===== config.mk =====
export PLATFORM = sky130hd
export DESIGN_NAME = fta_split256to32
export DESIGN_NICKNAME = d
export VERILOG_FILES = /design/src/rtl/fta_split256to32.sv
export SDC_FILE = /design/constraint.sdc
export NUM_CORES = 1
export LEC_CHECK = 0
export CAP_MARGIN = 5
export CORE_AREA = 5 5 343 345
export DETAILED_ROUTE_END_ITERATION = 6
export DIE_AREA = 0 0 348 350
export GPL_TIMING_DRIVEN = 1
export SLEW_MARGIN = 20
export SYNTH_ARGS = -nofsm -noshare
export SYNTH_HDL_FRONTEND = slang
export SYNTH_SLANG_ARGS = --single-unit

===== constraint.sdc =====
create_clock -name clk_i -period 4.2 [get_ports clk_i]
set_input_delay 1.26 -clock clk_i [delete_from_list [all_inputs] [get_ports clk_i]]
set_output_delay 1.26 -clock clk_i [all_outputs]
set_load 0.005 [all_outputs]

===== src/rtl/fta_split256to32.sv =====
// fta_split256to32: sequential 256-to-32 bit FTA width splitter.
// One 32-bit beat per active lane, gathered into one 256-bit response.
package fta_pkg;

    localparam logic [2:0] SZ_BYTE  = 3'd0;
    localparam logic [2:0] SZ_WYDE  = 3'd1;
    localparam logic [2:0] SZ_TETRA = 3'd2;
    localparam logic [2:0] SZ_OCTA  = 3'd3;
    localparam logic [2:0] SZ_HEXI  = 3'd4;

    localparam logic [2:0] CTI_CLASSIC = 3'd0;

    typedef struct packed {
        logic         cyc;
        logic         we;
        logic [7:0]   tid;
        logic [1:0]   om;
        logic [4:0]   cmd;
        logic [3:0]   seg;
        logic         pv;
        logic [7:0]   pl;
        logic [3:0]   pri;
        logic [3:0]   cache;
        logic         csr;
        logic [2:0]   cti;
        logic [5:0]   blen;
        logic [2:0]   sz;
        logic [31:0]  adr;
        logic [31:0]  sel;
        logic [255:0] data1;
    } fta_cmd_request256_t;

    typedef struct packed {
        logic         cyc;
        logic         we;
        logic [7:0]   tid;
        logic [1:0]   om;
        logic [4:0]   cmd;
        logic [3:0]   seg;
        logic         pv;
        logic [7:0]   pl;
        logic [3:0]   pri;
        logic [3:0]   cache;
        logic         csr;
        logic [2:0]   cti;
        logic [5:0]   blen;
        logic [2:0]   sz;
        logic [31:0]  adr;
        logic [3:0]   sel;
        logic [31:0]  dat;
    } fta_cmd_request32_t;

    typedef struct packed {
        logic         ack;
        logic         err;
        logic         rty;
        logic         stall;
        logic         next;
        logic [7:0]   tid;
        logic [3:0]   pri;
        logic [31:0]  adr;
        logic [255:0] dat;
    } fta_cmd_response256_t;

    typedef struct packed {
        logic         ack;
        logic         err;
        logic         rty;
        logic         stall;
        logic         next;
        logic [7:0]   tid;
        logic [3:0]   pri;
        logic [31:0]  adr;
        logic [31:0]  dat;
    } fta_cmd_response32_t;

endpackage

module fta_split256to32
    import fta_pkg::*;
#(
    parameter int unsigned TIMEOUT   = 1023,
    parameter int unsigned MAX_RETRY = 3
) (
    input  logic                 rst_ni,
    input  logic                 clk_i,
    input  fta_cmd_request256_t  req256_i,
    output fta_cmd_response256_t resp256_o,
    output fta_cmd_request32_t   req32_o,
    input  fta_cmd_response32_t  resp32_i
);

    localparam int RW = $clog2(MAX_RETRY + 1);

    typedef enum logic [1:0] {IDLE, ISSUE, WAIT, DONE} state_t;

    state_t              state_q, state_d;
    fta_cmd_request256_t req_q;
    logic [7:0]          pend_q;
    logic [2:0]          cur_q;
    logic [255:0]        buf_q;
    logic                err_q;
    logic [RW-1:0]       rty_q;
    logic [9:0]          tmo_q;

    logic [7:0] lane_mask;
    logic [7:0] pend_rest;
    logic       tid_ok;
    logic       ev_ack;
    logic       ev_err;
    logic       ev_rty;
    logic       retry_left;
    logic       tmo_hit;
    logic       beat_bad;
    logic       beat_done;
    logic       beat_retry;
    logic       unused_ok;

    function automatic logic [7:0] lanes(input logic [31:0] s);
        logic [7:0] m;
        m = '0;
        for (int i = 0; i < 8; i++)
            m[i] = |s[4*i +: 4];
        return m;
    endfunction

    function automatic logic [2:0] lowest(input logic [7:0] m);
        logic [2:0] l;
        l = '0;
        for (int i = 7; i >= 0; i--)
            if (m[i])
                l = 3'(i);
        return l;
    endfunction

    assign lane_mask  = lanes(req256_i.sel);
    assign pend_rest  = pend_q & ~(8'b1 << cur_q);
    assign tid_ok     = resp32_i.tid == req_q.tid;
    assign ev_ack     = tid_ok & resp32_i.ack;
    assign ev_err     = tid_ok & resp32_i.err;
    assign ev_rty     = tid_ok & resp32_i.rty;
    assign retry_left = rty_q < RW'(MAX_RETRY);
    assign tmo_hit    = tmo_q == 10'(TIMEOUT - 1);

    // err beats ack beats rty; exhausted retries and timeouts degrade to err
    assign beat_bad   = ev_err
                      | (!ev_ack & ev_rty & !retry_left)
                      | (!ev_ack & !ev_rty & tmo_hit);
    assign beat_done  = ev_ack | beat_bad;
    assign beat_retry = !beat_done & ev_rty;

    assign unused_ok  = ^{req_q.cyc, req_q.cti, req_q.blen,
                          resp32_i.pri, resp32_i.adr,
                          resp32_i.next};

    always_ff @(posedge clk_i or negedge rst_ni) begin
        if (!rst_ni)
            state_q <= IDLE;
        else
            state_q <= state_d;
    end

    always_comb begin
        state_d         = state_q;
        req32_o         = '0;
        resp256_o       = '0;
        resp256_o.stall = 1'b1;
        unique case (state_q)
            IDLE: begin
                resp256_o.stall = 1'b0;
                if (req256_i.cyc)
                    state_d = (lane_mask == 8'h00) ? DONE : ISSUE;
            end
            ISSUE: begin
                req32_o.cyc   = 1'b1;
                req32_o.we    = req_q.we;
                req32_o.tid   = req_q.tid;
                req32_o.om    = req_q.om;
                req32_o.cmd   = req_q.cmd;
                req32_o.seg   = req_q.seg;
                req32_o.pv    = req_q.pv;
                req32_o.pl    = req_q.pl;
                req32_o.pri   = req_q.pri;
                req32_o.cache = req_q.cache;
                req32_o.csr   = req_q.csr;
                req32_o.cti   = CTI_CLASSIC;
                req32_o.blen  = '0;
                req32_o.adr   = {req_q.adr[31:5], cur_q, 2'b00};
                req32_o.sel   = req_q.sel[4*cur_q +: 4];
                req32_o.dat   = req_q.data1[32*cur_q +: 32];
                req32_o.sz    = (req_q.sz == SZ_BYTE ||
                                 req_q.sz == SZ_WYDE ||
                                 req_q.sz == SZ_TETRA)
                              ? req_q.sz : SZ_TETRA;
                if (!resp32_i.stall)
                    state_d = WAIT;
            end
            WAIT: begin
                if (beat_done)
                    state_d = (pend_rest == 8'h00) ? DONE : ISSUE;
                else if (beat_retry)
                    state_d = ISSUE;
            end
            DONE: begin
                resp256_o.ack = !err_q;
                resp256_o.err = err_q;
                resp256_o.dat = req_q.we ? '0 : buf_q;
                resp256_o.tid = req_q.tid;
                resp256_o.adr = req_q.adr;
                resp256_o.pri = req_q.pri;
                state_d       = IDLE;
            end
            default: state_d = IDLE;
        endcase
    end

    always_ff @(posedge clk_i or negedge rst_ni) begin
        if (!rst_ni) begin
            req_q  <= '0;
            pend_q <= '0;
            cur_q  <= '0;
            buf_q  <= '0;
            err_q  <= 1'b0;
            rty_q  <= '0;
            tmo_q  <= '0;
        end else begin
            unique case (state_q)
                IDLE: begin
                    if (req256_i.cyc) begin
                        req_q  <= req256_i;
                        pend_q <= lane_mask;
                        cur_q  <= lowest(lane_mask);
                        buf_q  <= '0;
                        err_q  <= 1'b0;
                        rty_q  <= '0;
                        tmo_q  <= '0;
                    end
                end
                ISSUE: tmo_q <= '0;
                WAIT: begin
                    tmo_q <= tmo_q + 10'd1;
                    if (beat_done) begin
                        buf_q[32*cur_q +: 32] <= beat_bad ? 32'h0
                                                          : resp32_i.dat;
                        err_q  <= err_q | beat_bad;
                        rty_q  <= '0;
                        pend_q <= pend_rest;
                        cur_q  <= lowest(pend_rest);
                    end else if (beat_retry) begin
                        rty_q <= rty_q + RW'(1);
                    end
                end
                default: ;
            endcase
        end
    end

endmodule


# After elaboration in Yosys (flattened, before gate mapping)
# Cells that the tools add are included.
[totals]
ff_bits = 643
in_bits = 454
out_inout_bits = 424
elab_cells = 130
[classes]
add_sub_neg = 3
magnitude_cmp = 1
eq_ne = 11
shift = 5
mux = 49
bitwise_logic = 14
n_reduce_logical = 26
[op_table]
columns = ["operator", "n"]
rows = [
  ["$mux 256", 3],
  ["$pmux 256 s2", 1],
  ["$mux 300", 1],
  ["$bwmux 256", 1],
  ["$shift 32x34->256 const A", 1],
  ["$shiftx 256x9->32", 1],
  ["$shiftx 32x34->256", 1],
  ["$mux 119", 1],
  ["$mux 3", 19],
  ["$neg 8->34", 1],
  ["$mux 32", 1],
  ["$reduce_or 4->1", 8],
  ["$shiftx 32x6->4", 1],
  ["$pmux 10 s3", 1],
  ["$mux 2", 10],
  ["$logic_not 8->1", 2],
  ["$mux 8", 2],
  ["$pmux 8 s2", 1],
  ["$add 10x1->10 const B", 1],
  ["$eq 10x10->1 const B", 1],
  ["$mux 10", 1],
  ["$reduce_and 3->1", 3],
  ["$and 1x1->1", 8],
  ["$and 8x8->8", 1],
  ["24 further kinds", 38],
]

# Longest topological paths before layout
# Gate-level depths: netlist (run 1).
[depth]
depth_word = 13
ltp_mapped = 12
depth_no_buf = 9

# Least setup slack after synthesis (run 1)
# OpenSTA, ideal clock, no wires.
[synth_timing]
path_kind = "reg-to-output"
startpoint = "register cur_q[0]"
endpoint = "output req32_o[33] in the netlist's numbering"
t_arrival_ps = 2141
required_time_ps = 2940
slack_ps = 799
path_stages_with_launch = 7
path_buffers = 3
cell_sequence = "dfrtp_1 -> clkbuf_1 -> buf_1 -> buf_1 -> mux4_2 -> nand2_1 -> a21oi_1"
[synth_lines]
columns = ["element", "line", "text"]
rows = [
  ["start, declared", "100", "logic [2:0] cur_q;"],
  ["start signal, assigned", "232", "cur_q <= lowest(lane_mask);"],
  ["start signal, assigned", "248", "cur_q <= lowest(pend_rest);"],
  ["end, declared", "89", "output fta_cmd_request32_t req32_o,"],
]

==> results of run 1 <==
[placed cells by master (no fill, tap or decap), types with 60 or more instances in the layout]
cell type        instances
dfrtp_1                640
mux2_1                  60
mux4_2                  72
a22o_1                 128
nand3_1                 68
o21ai_0                 85
and3_1                 113
clkbuf_16               78
buf_4                   81
clkdlybuf4s50_1        811
and2_1                 325
nand2_1               1232
[critical path, cell delays in order, from the launching register on]
cell and delay [ns]:
dfrtp_4 0.56, bufbuf_16 0.36, mux4_2 0.50, nand2_1 0.08, a21oi_1 0.08, buf_4 0.17, clkdlybuf4s50_1 0.44
[registers in the layout, summed over array words and instances (netlist names)]
signal   cells
pend_q       8
rty_q        2
cur_q        3
req_q      361
err_q        1
buf_q      256
tmo_q       10
state_q      2
[logic make-up after synthesis]
family	after synthesis
buffers and inverters	263
other	1
adder cells (fa/ha/maj)	9
AND/OR/NAND/NOR	1818
flip-flops	643
AO/OA/AOI/OAI	307
multiplexers	140
XOR/XNOR	9
[layout make-up]
class | count | share of cell area, %
inverters | 13 | 0.121
clock inverters | 29 | 0.745
well taps | 1512 | 4.35
clock buffers | 108 | 5.07
flip-flops and latches | 643 | 37.0
multi-input cells | 2297 | 30.3
repair buffers | 943 | 22.3
diodes | 15 | 0.0863
[per-stage QoR]
step | total power, mW | hold slack, ns | util [%] | area, µm² | instances
2_1_floorplan | 13.3 | 0.437 | - | 30100 | 3203
3_3_place_gp | 17.2 | 0.451 | 35.7 | 40700 | 5394
3_5_place_dp | 17.4 | 0.454 | 35.7 | 40700 | 5394
4_1_cts | 24.4 | 0.469 | 38.1 | 43400 | 5540
5_1_grt | 25.6 | 0.484 | 38.2 | 43500 | 5548
6_report | 24.2 | 0.464 | 38.2 | 43500 | 5560
[routing by layer]
layer	vias to the layer above	part of all wire (%)	global-route usage, %
li1	12000	-	-
met1	12600	42	24.7
met2	979	47	32.1
met3	176	8.0	5.14
met4	20	2.9	5.81
met5	-	0.11	0
[repair_timing]
action | CTS | global route
gates cloned | 1 | 1
pin swaps | 0 | 1
gates resized for setup | 25 | 3
buffers inserted | 8 | 4
endpoints found under the setup margin | 103 | 111
[worst paths after layout]
path	startpoint	endpoint	slack, ns	cells past startpoint
min in group asynchronous	rst_ni	buf_q[39]	0.65	1
worst min register to register	req_q[349]	req_q[349]	0.46	2
worst min-delay path	req_q[349]	req_q[349]	0.46	2
max in group asynchronous	rst_ni	req_q[31]	2.56	2
worst max-delay path	cur_q[0]	req32_o[21]	0.1	6
worst max register to register	cur_q[0]	buf_q[155]	1.06	10
[power by group through the flow]
stage,combinational [mW],clock [mW],sequential [mW]
finish,8.42,6.71,9.03
global route,9.25,7.13,9.20
CTS,8.51,6.89,9.00
detailed placement,8.19,0,9.18
global placement,8.12,0,9.12
floorplan,4.71,0,8.62
==> qor.yml, run 1 <==
setup_path:
  cp_data_arrival_time_ns: 2.84
  crit_path_max_fanout: 11
  path_class: "reg -> out"
  required_ns: 2.94
  start_kind: "flop"
  end_kind: "output port"
grt:
  grt_util_all_layers_pct: 19.3
  grt-ovfl-total: 0
  grt_max_degree: 126
  grt_pass1_wl_mm: 177
  grt_antenna_before_repair: 27
  grt_pass1_vias: 26200
synthesis:
  synth-simple-area-share_pct: 27.1
  synthArstFlopShare_pct: 100
  ys_top_cells_by_count: "1244 x nand2_1, 643 x dfrtp_1, 325 x and2_1"
  yosys-top-cells-area: "dfrtp_1 53%, nand2_1 16%, and2_1 6.8%"
  synth-main-ff-cell: "dfrtp_1"
  synth-seq-cells: 643
  yosysTopAreaCell: "dfrtp_1"
  netlist.area_leader.share_pct: 53.5
  yosysWarnings: 0
  synth.most_common_cell: "nand2_1"
  synth-edff-count: 0
  synth_area_mm2: 0.0301
  synthDistinctLibCells: 58
  synth_area_per_cell_um2: 9.43
  synthCells: 3190
  synth_adder_area_share_pct: 0.374
  synth_compound_area_share_pct: 7.26
  ys_seq_area_share_pct: 53.5
  synth_top_family_by_area: "simple AND/OR/NAND/NOR gates"
  synthMuxAreaShare_pct: 7.93
  synth-xor-area-share_pct: 0.262
sta:
  drv_slew: 0
  tns_ns: 0
  period_share_pct: 97.7
  rsz0062_at_grt: "yes"
  clock.fmax_mhz: 244
  tightestPinTransition_ns: 0.840
  report.final.setup_viol: 0
  min_period_ns: 4.10
  worst_clock_skew_ns: 0.0228
  relSlewSlack_pct: 44.0
  setup_ws_ns: 0.0954
  finalHoldViolCount: 0
power:
  cellPowerDensity_mw_per_mm2: 555
  p_clk_share_pct: 27.8
  combPwrFrac_pct: 34.9
  p_sw_share_pct: 35.6
  p_switching_mw: 8.61
  ir_drop_mv: 0.279
  intPower_mw: 15.5
  sequentialPowerShare_pct: 37.4
  cellLeakagePower_nw: 20.3
outcome:
  status: "complete, no violations"
routing:
  drtPass1Iterations: 5
  vias: 25900
  routed_via_density: 4.65
  ant_nets: 0
  route.detailed.drc: 0
  wl_per_cell_um: 21.9
  routed_wl_mm: 122
  drt_iter0_drc: 1847
clock_tree:
  clk_pin_slew_ns: 0.06
  cts_max_level: 3
  cts_tree: "yes"
  clkSinkCount: 643
  cts_buffers: 77
  clk_path_buf_depth: 3
  cts_root_buf: "clkbuf_16"
  insertion_delay_ns: 0.65
  hold_buffers: 0
placement:
  gp_congestion: 0.864
  hpwl_mm: 89.3
  portBuffers: 817
  dp_slack_ns: 0.176
floorplan:
  die_h_um: 350
  ioPinCount: 878
  core.rowCount: 124
  dieWidth_um: 348
  floorplan.initialDensity_pct: 26.4
  core-area_mm2: 0.114
  die_area_mm2: 0.122
flow_run:
  cap_violations: 0
final_layout:
  multi_input_area_mm2: 0.0132
  area_growth_pct: 44.6
  fillers: 11300
  seq_area_mm2: 0.0161
  nets: 4438
  drive_gt1_share_pct: 9.27
worst_hold_path:
  hold_class: "reg -> reg"
Power figures use the tool's default switching activity.
==> run 2: changes to the inputs <==
--- a/config.mk
+++ b/config.mk
@@ -10,6 +10,7 @@
 export DETAILED_ROUTE_END_ITERATION = 6
 export DIE_AREA = 0 0 348 350
 export GPL_TIMING_DRIVEN = 1
+export HOLD_SLACK_MARGIN = 0.12
 export SLEW_MARGIN = 20
 export SYNTH_ARGS = -nofsm -noshare
 export SYNTH_HDL_FRONTEND = slang
==> results of run 2 <==
The final DEF is identical to that of run 1; final timing and power are the same.
